==> config.mk <==
export PLATFORM = sky130hd
export DESIGN_NAME = sample_delay_align_flat
export DESIGN_NICKNAME = d
export VERILOG_FILES = /design/src/rtl/sample_delay_align_if.sv /design/src/rtl/sample_delay_align.sv /design/src/flat_wrapper.sv
export SDC_FILE = /design/constraint.sdc
export NUM_CORES = 1
export LEC_CHECK = 0
export CORE_ASPECT_RATIO = 0.8
export CORE_MARGIN = 3
export CORE_UTILIZATION = 61
export CTS_CLUSTER_SIZE = 14
export DETAILED_ROUTE_END_ITERATION = 6
export PLACE_DENSITY_LB_ADDON = 0.1
export REMOVE_ABC_BUFFERS = 1
export SLEW_MARGIN = 20
export SYNTH_ARGS = -nofsm -noshare
export SYNTH_HDL_FRONTEND = slang
export SYNTH_SLANG_ARGS = --single-unit
==> constraint.sdc <==
create_clock -name clk -period 4.4 [get_ports clk]
set_clock_uncertainty 0.2 [all_clocks]
set_input_delay 1.1 -clock clk [delete_from_list [all_inputs] [get_ports clk]]
set_output_delay 1.1 -clock clk [all_outputs]
set_load 0.01 [all_outputs]
==> src/rtl/sample_delay_align_if.sv <==
// Stream bus for sample_delay_align: qualified sample in, delay control,
// qualified delayed sample and status out.
interface sample_delay_align_if #(
  parameter int DATA_W = 25,
  parameter int AW     = 4
);
  logic signed [DATA_W-1:0] data_in;
  logic                     in_valid;
  logic [AW:0]              delay_cfg;
  logic                     delay_load;
  logic signed [DATA_W-1:0] data_out;
  logic                     out_valid;
  logic                     primed;
  logic [AW:0]              delay_cur;

  modport master (
    output data_in, in_valid, delay_cfg, delay_load,
    input  data_out, out_valid, primed, delay_cur
  );

  modport slave (
    input  data_in, in_valid, delay_cfg, delay_load,
    output data_out, out_valid, primed, delay_cur
  );
endinterface

==> src/rtl/sample_delay_align.sv <==
// Sample-count delay line: circular buffer whose read tap trails the write
// pointer by delay_cur valid samples, so gapped streams stay aligned.
module sample_delay_align #(
  parameter int DATA_W        = 25,
  parameter int MAX_DELAY     = 16,
  parameter int AW            = 4,
  parameter int DEFAULT_DELAY = 3
) (
  input  logic               clk,
  input  logic               reset,
  sample_delay_align_if.slave bus
);
  localparam logic [AW:0] MAXD = (AW+1)'(MAX_DELAY);
  localparam logic [AW:0] DEFD = (AW+1)'(DEFAULT_DELAY);
  localparam logic [AW:0] ONE  = (AW+1)'(1);

  logic signed [DATA_W-1:0] mem [MAX_DELAY];
  logic [AW-1:0]            wr_ptr;
  logic [AW-1:0]            rd_addr;
  logic [AW:0]              fill_cnt;
  logic [AW:0]              fill_nxt;
  logic [AW:0]              delay_nxt;
  logic [AW:0]              cfg_clamped;
  logic                     rd_en;

  always_comb begin
    cfg_clamped = bus.delay_cfg;
    if (bus.delay_cfg == '0)       cfg_clamped = ONE;
    else if (bus.delay_cfg > MAXD) cfg_clamped = MAXD;
  end

  // Low AW bits of MAX_DELAY are zero, so a full-depth tap lands on wr_ptr
  // and returns the oldest entry before it is overwritten.
  assign rd_addr = wr_ptr - bus.delay_cur[AW-1:0];
  assign rd_en   = bus.in_valid && !bus.delay_load && (fill_cnt >= bus.delay_cur);

  always_comb begin
    fill_nxt  = fill_cnt;
    delay_nxt = bus.delay_cur;
    if (bus.delay_load) begin
      delay_nxt = cfg_clamped;
      fill_nxt  = {{AW{1'b0}}, bus.in_valid};
    end else if (bus.in_valid && fill_cnt != MAXD) begin
      fill_nxt = fill_cnt + ONE;
    end
  end

  // Storage is never cleared; the fill gate hides stale entries.
  always_ff @(posedge clk) begin
    if (bus.in_valid) mem[wr_ptr] <= bus.data_in;
  end

  always_ff @(posedge clk or posedge reset) begin
    if (reset) begin
      wr_ptr        <= '0;
      fill_cnt      <= '0;
      bus.delay_cur <= DEFD;
      bus.data_out  <= '0;
      bus.out_valid <= 1'b0;
      bus.primed    <= 1'b0;
    end else begin
      if (bus.in_valid) wr_ptr <= wr_ptr + AW'(1);
      fill_cnt      <= fill_nxt;
      bus.delay_cur <= delay_nxt;
      bus.out_valid <= rd_en;
      if (rd_en) bus.data_out <= mem[rd_addr];
      bus.primed    <= (fill_nxt >= delay_nxt);
    end
  end
endmodule

==> src/flat_wrapper.sv <==
// flat-port wrapper written by rule: the top's interface ports become plain ports
module sample_delay_align_flat 
#(
  parameter int DATA_W        = 25,
  parameter int MAX_DELAY     = 16,
  parameter int AW            = 4,
  parameter int DEFAULT_DELAY = 3
)
  (clk, reset, bus_data_in, bus_in_valid, bus_delay_cfg, bus_delay_load, bus_data_out, bus_out_valid, bus_primed, bus_delay_cur);
  sample_delay_align_if #(.DATA_W(DATA_W), .AW(AW)) bus_i ();
  input  logic clk;
  input  logic reset;
  input wire logic [$bits(bus_i.data_in)-1:0] bus_data_in;
  input wire logic [$bits(bus_i.in_valid)-1:0] bus_in_valid;
  input wire logic [$bits(bus_i.delay_cfg)-1:0] bus_delay_cfg;
  input wire logic [$bits(bus_i.delay_load)-1:0] bus_delay_load;
  output wire logic [$bits(bus_i.data_out)-1:0] bus_data_out;
  output wire logic [$bits(bus_i.out_valid)-1:0] bus_out_valid;
  output wire logic [$bits(bus_i.primed)-1:0] bus_primed;
  output wire logic [$bits(bus_i.delay_cur)-1:0] bus_delay_cur;
  assign bus_i.data_in = bus_data_in;
  assign bus_i.in_valid = bus_in_valid;
  assign bus_i.delay_cfg = bus_delay_cfg;
  assign bus_i.delay_load = bus_delay_load;
  assign bus_data_out = bus_i.data_out;
  assign bus_out_valid = bus_i.out_valid;
  assign bus_primed = bus_i.primed;
  assign bus_delay_cur = bus_i.delay_cur;
  sample_delay_align #(.DATA_W(DATA_W), .MAX_DELAY(MAX_DELAY), .AW(AW), .DEFAULT_DELAY(DEFAULT_DELAY)) u_core (.clk(clk), .reset(reset), .bus(bus_i));
endmodule
# Word-level counts from Yosys, hierarchy flattened

Memory sizes are Yosys's and may differ from the RTL's. A register that Yosys moved wholly into a read port is not among the register bits.
Index checks and enable logic that the tools add are counted.

Add/subtract/negate cells: 3
Multiply operators: 0
Div/mod/pow operators: 0
Order comparisons: 3
Equal/unequal tests: 1
Shifts and indexed selects: 0
Multiplexer cells: 7
Bitwise logic cells: 0
Reductions and logical operators: 5

Operators by type and width:

| cell                | number |
|---|---|
| $mux 5              | 5 |
| $ge 5x5->1          | 2 |
| $add 5x1->5 const B | 1 |
| $gt 5x5->1 const B  | 1 |
| $logic_not 5->1     | 1 |
| $ne 5x5->1 const B  | 1 |
| $add 4x1->4 const B | 1 |
| $sub 4x4->4         | 1 |
| $logic_and 1x1->1   | 3 |
| $mux 1              | 2 |
| $logic_not 1->1     | 1 |

Register bits: 16
Latch bits: 0
Memory bits (writable): 400
Bits in read-only memories: 0
Output and inout bits: 32
Logic and storage cells: 25
Memories: 1

Memory list:

| memory     | words | width | rd ports | clocked after Yosys merged registers in | write ports | line                     | RTL |
|---|---|---|---|---|---|---|---|
| u_core.mem | 16    | 25    | 1        | 1                                       | 1           | sample_delay_align.sv:17 | `logic signed [DATA_W-1:0] mem [MAX_DELAY];` |

# Logic depth before layout (Yosys ltp)

Gate-level depths: netlist (run 1).

Depth after elaboration: 5
Gate-level depth with buffers: 13
Mapped depth without buffers: 13

# Worst setup path before layout (run 1)

Ideal clock, no wire load.

Path type: input to register
From: input bus_in_valid
To: memory u_core.mem[11][0] (enable)
Library setup time: 444 ps
Data arrival time: 3,450 ps
Data required time: 3,756 ps
Path slack: 306 ps
Stages: 3
Path through: clkbuf_1 -> nand2_1 -> nor3b_1

Longest elaborated chain between the ends: 2

RTL lines:

| element                      | line                     | RTL |
|---|---|---|
| from (decl)                  | flat_wrapper.sv:14       | `input wire logic [$bits(bus_i.in_valid)-1:0] bus_in_valid;` |
| $mux 1                       | sample_delay_align.sv:50 | `if (bus.in_valid) mem[wr_ptr] <= bus.data_in;` |
| $mux 1 (not written as such) | sample_delay_align.sv:50 |  |
| to (decl)                    | sample_delay_align.sv:17 |  |

No other way between the ends.

# Worst setup path in the final report (run 1)

From: register u_core.wr_ptr[0]
To: register u_core.bus.data_out[2] (read register of u_core.mem)

Longest elaborated chain between the ends: 1

RTL lines:

| element                | line                        | RTL |
|---|---|---|
| from (decl)            | sample_delay_align.sv:18    | `logic [AW-1:0] wr_ptr;` |
| from (signal assigned) | sample_delay_align.sv:62    | `if (bus.in_valid) wr_ptr <= wr_ptr + AW'(1);` |
| $sub 4x4->4            | sample_delay_align.sv:34    | `assign rd_addr = wr_ptr - bus.delay_cur[AW-1:0];` |
| to (decl)              | sample_delay_align_if.sv:23 | `output data_out, out_valid, primed, delay_cur` |

No other way between the ends.
A chain may end at the register's enable or synchronous reset.

==> results of run 1 <==
[sequential cells by signal, indices dropped and copies added (netlist names)]
| signal | cells |
|---|---|
| u_core.fill_cnt | 5 |
| u_core.wr_ptr | 4 |
| u_core.bus.out_valid | 1 |
| u_core.bus.primed | 1 |
| u_core.mem | 400 |
| u_core.bus.delay_cur | 5 |
| u_core.bus.data_out | 25 |
[report_power, final]
group	internal (uW)	switching (uW)
clock	2000	1460
sequential	5080	208
combinational	2120	2770
total	9200	4440
[final cells by class]
| class | instances | area share [%] |
|---|---|---|
| well taps | 364 | 2.26 |
| clock inverters | 11 | 0.670 |
| clock buffers | 64 | 5.77 |
| inverters | 15 | 0.279 |
| flip-flops and latches | 441 | 64.7 |
| repair buffers | 96 | 4.94 |
| multi-input cells | 477 | 21.4 |
[through the flow]
stage,TNS [ns],instance area (um2),util [%]
after detailed placement,0,18900,67.8
after global routing,0,20200,72.4
after floorplan,-67.71,17300,-
after CTS,0,20200,72.4
final,0,20200,72.4
after global placement,0,18900,67.8
[kinds of logic after synthesis]
kind of cell	synth area share [%]
flip-flops	74.0
XOR/XNOR	0.724
buffers and inverters	2.05
adder cells (fa/ha/maj)	1.46
AND/OR/NAND/NOR	3.42
AO/OA/AOI/OAI	5.45
multiplexers	12.9
[worst max-delay path by stage]
stage                         endpoint  cells past startpoint             start  slack [ns]
4_1_cts         u_core.bus.data_out[2]                      8  u_core.wr_ptr[0]        0.93
5_1_grt        u_core.bus.data_out[21]                      8  u_core.wr_ptr[0]        0.78
6_report        u_core.bus.data_out[2]                      8  u_core.wr_ptr[0]        0.93
3_5_place_dp         u_core.bus.primed                      8    bus_delay_load        0.64
2_1_floorplan   u_core.bus.data_out[0]                      7  u_core.wr_ptr[0]       -2.73
3_3_place_gp         u_core.bus.primed                      8    bus_delay_load        0.67
[placed cells by master, fill, tap and decap left out, types with 4 or more instances in the layout]
cell type,count
and2_2,12
nand2_1,8
o21a_1,4
inv_1,14
xnor2_1,4
nor4_1,50
ha_1,19
mux2_2,201
nor2_1,8
o22ai_1,100
dfrtp_1,39
edfxtp_1,400
buf_12,9
xor2_1,5
clkbuf_16,42
nand3b_1,4
clkbuf_1,19
clkdlybuf4s50_1,65
a211o_1,25
clkinv_1,5
buf_4,22
a21o_1,4
[routing by layer]
| metal | wire length [um] | vias to the layer above |
|---|---|---|
| met1 | 16700 | 4817 |
| met4 | 841 | 2 |
| li1 | - | 4149 |
| met2 | 18500 | 387 |
| met3 | 2700 | 74 |
| met5 | 13 | - |
[worst max-delay path: stages, from the launching register on]
cell and delay, ns:
dfrtp_1 0.44, inv_1 0.11, ha_1 0.23, fa_4 1.01, buf_12 0.37, mux2_2 0.38
o22ai_1 0.18, nor4_1 0.10, a211o_1 0.31
==> reports/qor.csv, run 1 <==
stage,metric,value,unit
outcome,status,completed,
cells_and_area,register area,13000,um2
yosys,Synth cell types,42,
power,Pleak,0.00683,uW
yosys,ys async rst share,9.30,%
timing,worst-margin pin slew,0.887,ns
clock_network,"Clk pin slew, worst setup/hold paths",0.06,ns
clock_network,Sinks on Clock Net,441,
clock_network,CTS Buf Count,42,
worst_hold_path,HP Start,u_core.bus.data_out[1],
timing,hold_ws,0.299,ns
clock_network,post-CTS sizing,0,
job,total of max-cap violations,0,
critical_path,crit path kind,reg -> reg,
yosys,syn_area_per_cell,17.7,um2
cells_and_area,Multi-input gate area,4310,um2
clock_network,# hold bufs at CTS,0,
global_route,number of global-route vias before repair,9742,
routing,Final ANT Viol Nets,0,
global_route,total grt overflow,0,
clock_network,clk buf depth,3,
timing,Final Hold Viols,0,
die,full die area,31000,um2
timing,FMAX,0.288,GHz
cells_and_area,n_diodes,0,
yosys,Seq cells post-synth,441,
place,Placer Congestion,0.746,
global_route,global routing usage on met3,4.23,%
yosys,Yosys top cell area share,68.2,%
yosys,Synth area leader,edfxtp_1,
global_route,first-pass GRT wire length,58900,um
timing,Worst slew margin,40.8,%
place,dpl cells,1393,
critical_path,"Req. time, crit path",4.62,ns
die,Die H,158,um
clock_network,Worst-Skew Late Latency,0.53,ns
global_route,grt met1 use,36.6,%
timing,final worst-path cycle share,78.9,%
die,Initial Util,63.3,%
clock_network,root buffer cell,clkbuf_16,
routing,final WL,38700,um
timing,Final Critical Period,3.47,ns
worst_hold_path,Hold Path End,u_core.bus.data_out[1],
cells_and_area,Area Overhead vs Synth,14.4,%
die,Core Rows,54,
cells_and_area,"non-filler cells, final",1468,
global_route,Top Usage Layer GRT,met2,
critical_path,r2r setup slk,0.93,ns
critical_path,Worst Path Arrival,3.69,ns
yosys,"EDFF count, synth",400,
global_route,largest net degree at the start of global routing,77,
worst_hold_path,Hold Path Depth,1,
cells_and_area,Final #Nets,1127,
yosys,most instantiated library cell after synthesis,edfxtp_1,
place,dpl ws,0.638,ns
yosys,Gate Count Post-Synth,994,
routing,DR vias,9429,
global_route,initial antenna violation count,1,
critical_path,critical path endpoint category,flip-flop,
yosys,Synth Cell Area,17600,um2
routing,DR DRC count,0,
routing,first-iteration detailed-routing DRC count,846,
timing,max-slew violation count,0,
die,die width,196,um
yosys,Area contributors post-synth,"edfxtp_1 (68%), mux2_2 (13%), dfrtp_1 (5.5%)",
critical_path,CP Launch Type,flip-flop,
cells_and_area,fillcell total,1735,
global_route,M2 GR Usage,41.1,%
worst_hold_path,min-delay worst type,reg -> reg,
die,core area,27800,um2
global_route,Overall Global Routing Usage,25.4,%
yosys,sequential fraction of the synthesis area,74.0,%
routing,via density per instance,6.42,
clock_network,CTS tree,done,
critical_path,R2R depth,8,
critical_path,RR Startpoint,u_core.wr_ptr[0],
place,hpwl dp,20200,um
timing,# setup viols final,0,
power,VDD IR max,0.00108,V
power,power density over cell area,677,nW/um2
yosys,"Warnings, synthesis",0,
clock_network,CTS H-tree lvls,2,
yosys,top_reg_cell synth,edfxtp_1,
place,IO buf count,65,
yosys,Synth top cells by count,"edfxtp_1 (400), mux2_2 (201), o22ai_1 (100), nor4_1 (50), dfrtp_1 (39)",
timing,Final WS setup,0.927,ns
timing,unrepaired setup endpoints after global routing,no,
critical_path,FF-to-FF End,u_core.bus.data_out[2],
routing,DR pass1 iterations,5,
critical_path,crit-path max FO,62,
clock_network,postcts setup bufs,0,
cells_and_area,layout cell share with drive strength beyond 1,28.4,%
die,I/O pin cnt,66,
routing,WL/cell,26.4,um
power,Power Total,13600,uW
Power figures use the tool's default switching activity.
==> inputs of run 2 (changes only) <==
CORE_UTILIZATION = 55   (was 61)
clock period = 3.1 ns   (was 4.4 ns; I/O delays follow)
==> run 2 against run 1 <==
Net effect:
- the run now ends with negative setup slack left
- die area up 11%
- worst setup slack worse by 0.93 ns
- highest routed layer unchanged
- hold slack worse by 0.0066 ns
- non-clock buffer count up 53
- first-iteration DRC count down 5.4%
- clock power up 40%
==> reports/qor.csv, run 2 (synthesized netlist as in run 1, its figures left out) <==
stage,metric,value,unit,change
outcome,status,"finished, violations left",,
outcome,failing checks,negative setup slack,,
global_route,total grt overflow,0,,unchanged
timing,# setup viols final,1,,+1
critical_path,CP max-delay cell,fa_4,,
routing,via density per instance,6.07,,-5.5%
place,DP Area,19400,um2,+3.1%
global_route,Overall Global Routing Usage,23.9,%,-1.5 points
critical_path,Max stage delay on crit path,0.93,ns,-0.08 ns
routing,Final ANT Viol Nets,0,,unchanged
critical_path,"Largest delay share family, worst path",adder cells,,
global_route,initial antenna violation count,1,,unchanged
timing,Final WS setup,-0.000646,ns,-0.927 ns
cells_and_area,Largest register FFs,400,,unchanged
timing,Worst slew margin,57.7,%,+17 points
routing,WL/cell,25.8,um,-2.1%
clock_network,CTS H-tree lvls,2,,unchanged
clock_network,clk buf depth,3,,unchanged
die,Initial Util,56.9,%,-6.4 points
worst_hold_path,min-delay worst type,reg -> reg,,
routing,first-iteration detailed-routing DRC count,800,,-5.4%
cells_and_area,"commonest non-fill, non-tap cells in the layout","edfxtp_1 (400), mux2_2 (190), o22ai_1 (76)",,
clock_network,CTS tree,done,,
critical_path,CP cell instances,inv_2 > ha_4 > fa_4 > buf_12 > buf_12 > clkbuf_16 > mux2_2 > o22ai_2 > nor4_2 > a211o_1,,
die,die width,206,um,+5.1%
power,VDD IR max,0.00116,V,+7.4%
cells_and_area,biggest regs,"u_core.mem (400), u_core.bus.data_out (25)",,
global_route,number of global-route vias before repair,9945,,+2.1%
critical_path,worst path buffer plus inverter count,4,,+2
die,I/O pin cnt,66,,unchanged
timing,Final Critical Period,3.10,ns,-0.373 ns
timing,max-slew violation count,0,,unchanged
timing,FMAX,0.323,GHz,+12%
critical_path,crit path kind,reg -> reg,,
timing,worst-margin pin slew,0.634,ns,-0.253 ns
timing,hold_ws,0.292,ns,-0.00660 ns
die,full die area,34200,um2,+11%
clock_network,"Clk pin slew, worst setup/hold paths",0.06,ns,about the same
cells_and_area,layout cell share with drive strength beyond 1,34.8,%,+6.5 points
die,Die H,166,um,+5.1%
clock_network,root buffer cell,clkbuf_16,,
cells_and_area,"most common cell after layout, fill and taps aside",edfxtp_1,,
global_route,largest net degree at the start of global routing,56,,-27%
global_route,first-pass GRT wire length,60700,um,+2.9%
timing,unrepaired setup endpoints after global routing,yes,,
cells_and_area,final non-filler cell area,21100,um2,+4.8%
critical_path,CP Launch Type,flip-flop,,
timing,final worst-path cycle share,100,%,+21 points
job,total of max-cap violations,0,,unchanged
cells_and_area,largest register by flop count,u_core.mem,,
routing,final WL,40700,um,+5.0%
place,hpwl dp,22800,um,+13%
critical_path,crit-path max FO,6,,-90%
critical_path,critical path endpoint category,flip-flop,,
power,power density over cell area,981,nW/um2,+45%
timing,Final Hold Viols,0,,unchanged
die,Core Rows,57,,+5.6%
power,Pleak,0.00726,uW,+6.4%
place,IO buf count,65,,unchanged
clock_network,# hold bufs at CTS,0,,unchanged
critical_path,cell mode on critical path,buf_12,,
routing,DR vias,9557,,+1.4%
routing,DR pass1 iterations,5,,unchanged
routing,DR DRC count,0,,unchanged
die,core area,31000,um2,+11%
cells_and_area,Area Overhead vs Synth,19.9,%,
critical_path,Worst Path Arrival,3.32,ns,-0.37 ns
critical_path,"Req. time, crit path",3.32,ns,-1.30 ns
cells_and_area,Final #Nets,1181,,+4.8%
place,Placer Congestion,0.785,,+5.1%
clock_network,Sinks on Clock Net,441,,unchanged
clock_network,Worst-Skew Late Latency,0.54,ns,about the same
clock_network,CTS Buf Count,43,,+2.4%
==> run 2: changes by cell type in the layout (fill, tap and decap cells not counted), moves of 7 or more <==
cell,before,now
buf_12,9,26
buf_4,22,53
clkbuf_1,19,7
clkinv_1,5,12
clkinv_2,2,11
mux2_2,201,190
mux2_4,0,11
o22ai_1,100,76
o22ai_2,0,21
==> run 2: per-layer routing <==
| layer | part of all wire (%) | wire length, um | track usage [%] | vias to the layer above |
|---|---|---|---|---|
| li1 | - | - | - | 4264 |
| met2 | 46 | 18800 | 36.5 | 337 |
| met5 | 0.032 | 13 | 0 | - |
| met3 | 7.2 | 2950 | 5.70 | 63 |
| met1 | 44 | 18000 | 35.0 | 4891 |
| met4 | 2.1 | 845 | 6.22 | 2 |
==> run 2: what timing repair did <==
item,in CTS,in global routing
pin swaps,0,7
cloned,1,2
resized for setup,0,51
buffers inserted,0,5
endpoints found under the setup margin,2,23
==> run 2: report_power, final <==
| group | internal (uW) | switching [uW] | leakage [uW] |
|---|---|---|---|
| Sequential | 7210 | 241 | 0.00412 |
| Clock | 2710 | 2130 | 0.000637 |
| Combinational | 3980 | 4450 | 0.00251 |
==> run 2: stage by stage <==
step | TNS [ns] | util (%) | power [uW] | setup slack, ns | cells
2_1_floorplan | -120.41 | - | 10900 | -4.03 | 933
3_3_place_gp | -0.0701 | 62.8 | 15100 | -0.0701 | 1488
3_5_place_dp | -0.0968 | 62.8 | 15200 | -0.0719 | 1488
4_1_cts | 0 | 67.1 | 20100 | 0.00179 | 1567
5_1_grt | -0.538 | 68.3 | 21600 | -0.0590 | 1573
6_report | -0.000646 | 68.3 | 20700 | -0.000646 | 1574
==> run 2: area by class of cell <==
| type | instances | area [um2] |
|---|---|---|
| Antenna cell | 1 | 2.50 |
| Clock buffer | 50 | 1100 |
| Clock inverter | 28 | 185 |
| Fill cell | 2069 | 9820 |
| Inverter | 15 | 56.3 |
| Multi-Input combinational cell | 477 | 4560 |
| Sequential cell | 441 | 13000 |
| Tap cell | 413 | 517 |
| Timing Repair Buffer | 149 | 1670 |
==> run 2: path summary, 6_finish.rpt <==
check                                          end  slack (ns)  depth (start not counted)                   start
hold / removal              u_core.bus.data_out[5]        0.29                          1  u_core.bus.data_out[5]
setup reg to reg            u_core.bus.data_out[7]     -0.0006                         10        u_core.wr_ptr[0]
min in group asynchronous  u_core.bus.data_out[10]        0.44                          2                   reset
max in group asynchronous   u_core.bus.data_out[4]        1.66                          3                   reset
setup / recovery            u_core.bus.data_out[7]     -0.0006                         10        u_core.wr_ptr[0]
hold reg to reg             u_core.bus.data_out[5]        0.29                          1  u_core.bus.data_out[5]
==> run 2: worst reg2reg max path, stage by stage, from the launching register on <==
cell       delay (ns)
dfrtp_1          0.36
inv_2            0.06
ha_4             0.16
fa_4             0.93
buf_12           0.15
buf_12           0.13
clkbuf_16        0.15
mux2_2           0.34
o22ai_2          0.16
nor4_2           0.07
a211o_1          0.28
==> inputs of run 3 (changes only) <==
CORE_UTILIZATION = 61   (was 55)
REMOVE_ABC_BUFFERS = unset   (was 1)
clock period = 2.9 ns   (was 3.1 ns; I/O delays follow)
==> run 3 against run 2 <==
Net effect:
- the flow still finishes with violations (negative setup slack)
- final area increased by 4.0%
- flip-flop and latch count unchanged
- power up 16%
- critical path depth grew 1
- worst setup slack got worse by 0.15 ns
- clock power increased by 11%
- combinational power up 26%
- global-route usage is 3.3 points higher
- count of clock-buffer cells in the layout grew 7
- largest power group unchanged
==> reports/qor.csv, run 3 (synthesized netlist as in run 1, its figures left out) <==
stage,metric,value,unit,change
cells_and_area,largest register by flop count,u_core.mem,,
timing,max-slew violation count,0,,unchanged
critical_path,Worst Path Arrival,3.27,ns,-0.05 ns
power,VDD IR max,0.00111,V,-4.3%
timing,FMAX,0.328,GHz,+1.6%
timing,final worst-path cycle share,105,%,+5.2 points
global_route,first-pass GRT wire length,62700,um,+3.4%
critical_path,"Req. time, crit path",3.12,ns,-0.20 ns
critical_path,crit path kind,reg -> reg,,
die,I/O pin cnt,66,,unchanged
timing,setup TNS,-1.73,ns,-1.73 ns
die,Core Rows,54,,-5.3%
clock_network,clk buf depth,3,,unchanged
job,total of max-cap violations,0,,unchanged
critical_path,crit-path max FO,6,,unchanged
clock_network,CTS Buf Count,42,,-2.3%
critical_path,R2R depth,11,,+1
routing,via density per instance,6.39,,+5.2%
critical_path,FF-to-FF End,u_core.bus.data_out[19],,
die,core area,27800,um2,-10%
worst_hold_path,min-delay worst type,reg -> reg,,
cells_and_area,Final #Nets,1217,,+3.0%
place,IO buf count,65,,unchanged
yosys,Syn Nets,1048,,
routing,DR DRC count,0,,unchanged
outcome,failing checks,negative setup slack,,
place,Placer Congestion,0.770,,-1.9%
routing,Final ANT Viol Nets,0,,unchanged
power,Pleak,0.00774,uW,+6.5%
cells_and_area,"commonest non-fill, non-tap cells in the layout","edfxtp_1 (400), mux2_2 (169), clkdlybuf4s50_1 (65), buf_4 (65), o22ai_2 (56)",,
routing,WL/cell,27.2,um,+5.3%
cells_and_area,biggest regs,"u_core.mem (400), u_core.bus.data_out (25)",,
routing,DR pass1 iterations,5,,unchanged
global_route,initial antenna violation count,0,,-1
clock_network,CTS H-tree lvls,2,,unchanged
global_route,largest net degree at the start of global routing,42,,-25%
power,Power Total,24000,uW,+16%
outcome,status,"finished, violations left",,
global_route,total grt overflow,0,,unchanged
worst_hold_path,HP Start,u_core.bus.data_out[2],,
die,Die H,158,um,-4.9%
place,dpl ws,-0.260,ns,-0.188 ns
worst_hold_path,Hold Path End,u_core.bus.data_out[2],,
global_route,number of global-route vias before repair,10293,,+3.5%
clock_network,root buffer cell,clkbuf_16,,
clock_network,# hold bufs at CTS,0,,unchanged
timing,Final Hold Viols,0,,unchanged
die,Initial Util,63.3,%,+6.4 points
clock_network,CTS tree,done,,
die,full die area,31000,um2,-9.5%
cells_and_area,fillcell total,1511,,-27%
critical_path,critical path endpoint category,flip-flop,,
clock_network,Sinks on Clock Net,441,,unchanged
cells_and_area,"most common cell after layout, fill and taps aside",edfxtp_1,,
cells_and_area,n_diodes,0,,-1
worst_hold_path,Hold Path Depth,1,,unchanged
routing,final WL,42400,um,+4.4%
timing,worst-margin pin slew,0.610,ns,-0.0239 ns
global_route,M2 GR Usage,44.4,%,+7.9 points
cells_and_area,Area Overhead vs Synth,24.7,%,
critical_path,RR Startpoint,u_core.wr_ptr[0],,
routing,first-iteration detailed-routing DRC count,911,,+14%
power,power density over cell area,1090,nW/um2,+12%
global_route,Top Usage Layer GRT,met2,,
cells_and_area,final non-filler cell area,22000,um2,+4.0%
critical_path,CP Launch Type,flip-flop,,
critical_path,r2r setup slk,-0.15,ns,-0.15 ns
timing,unrepaired setup endpoints after global routing,yes,,
timing,Final Critical Period,3.05,ns,-0.0482 ns
clock_network,Worst-Skew Late Latency,0.55,ns,about the same
place,DP Area,19600,um2,+0.82%
global_route,grt met1 use,38.8,%,+3.8 points
cells_and_area,Largest register FFs,400,,unchanged
routing,DR vias,9968,,+4.3%
timing,Worst slew margin,59.2,%,+1.5 points
die,die width,196,um,-4.9%
global_route,Overall Global Routing Usage,27.2,%,+3.3 points
place,hpwl dp,22800,um,+0.19%
clock_network,"Clk pin slew, worst setup/hold paths",0.06,ns,about the same
cells_and_area,layout cell share with drive strength beyond 1,39.8,%,+5.0 points
timing,Final WS setup,-0.152,ns,-0.152 ns
timing,# setup viols final,24,,+23
global_route,global routing usage on met3,4.45,%,-1.3 points
run 3: final cells by class:
type,instances,area (um2),share of cell area (%)
Tap cell,364,455,2.07
Inverter,15,56.3,0.256
Timing Repair Buffer,186,2210,10.1
Sequential cell,441,13000,59.3
Multi-Input combinational cell,477,4870,22.2
Clock buffer,57,1150,5.23
Clock inverter,20,195,0.888
run 3: timing repair:
| item | CTS | global route |
|---|---|---|
| setup endpoints to repair | 24 | 26 |
| hold endpoints to repair | 0 | 0 |
| pin swaps | 10 | 17 |
| setup buffers | 12 | 8 |
| cloned | 2 | 7 |
| gates resized for setup | 54 | 81 |
run 3: worst max-delay path by stage:
stage,cells after the start,slack (ns),to,start
detailed placement,11,-0.26,u_core.bus.primed,bus_in_valid
finish,11,-0.15,u_core.bus.data_out[19],u_core.wr_ptr[0]
floorplan,3,0.03,u_core.mem[11][0],bus_in_valid
CTS,10,-0.15,u_core.bus.data_out[8],u_core.wr_ptr[0]
global route,11,-0.21,u_core.bus.data_out[19],u_core.wr_ptr[0]
global placement,11,-0.18,u_core.bus.primed,bus_in_valid
run 3: worst max-delay path, stage by stage (launching register included):
cell and delay [ns]:
dfrtp_1 0.36, inv_2 0.06, ha_4 0.16, fa_4 0.78
buf_12 0.14, buf_12 0.13, buf_8 0.11, buf_6 0.11
mux2_2 0.34, o22ai_2 0.16, nor4_2 0.08, a211o_1 0.28
run 3: where the power goes:
| group | total, uW | switching [uW] | internal, uW |
|---|---|---|---|
| Sequential | 8000 | 297 | 7700 |
| Combinational | 10600 | 5300 | 5350 |
| Clock | 5380 | 2250 | 3130 |
| Total | 24000 | 7840 | 16200 |
run 3: per-layer routing:
layer  share of wire [%]  routed length [um]
met5                   0                   0
met2                  48               20400
met4                 2.5                1040
met3                 7.7                3270
met1                  42               17700
run 3: stage by stage:
stage               hold slack [ns]  util [%]  cells
floorplan                     0.312         -    994
global placement              0.273      70.4   1456
global route                  0.296      78.9   1560
finish                        0.287      78.9   1560
detailed placement            0.277      70.4   1456
CTS                           0.289      76.8   1547
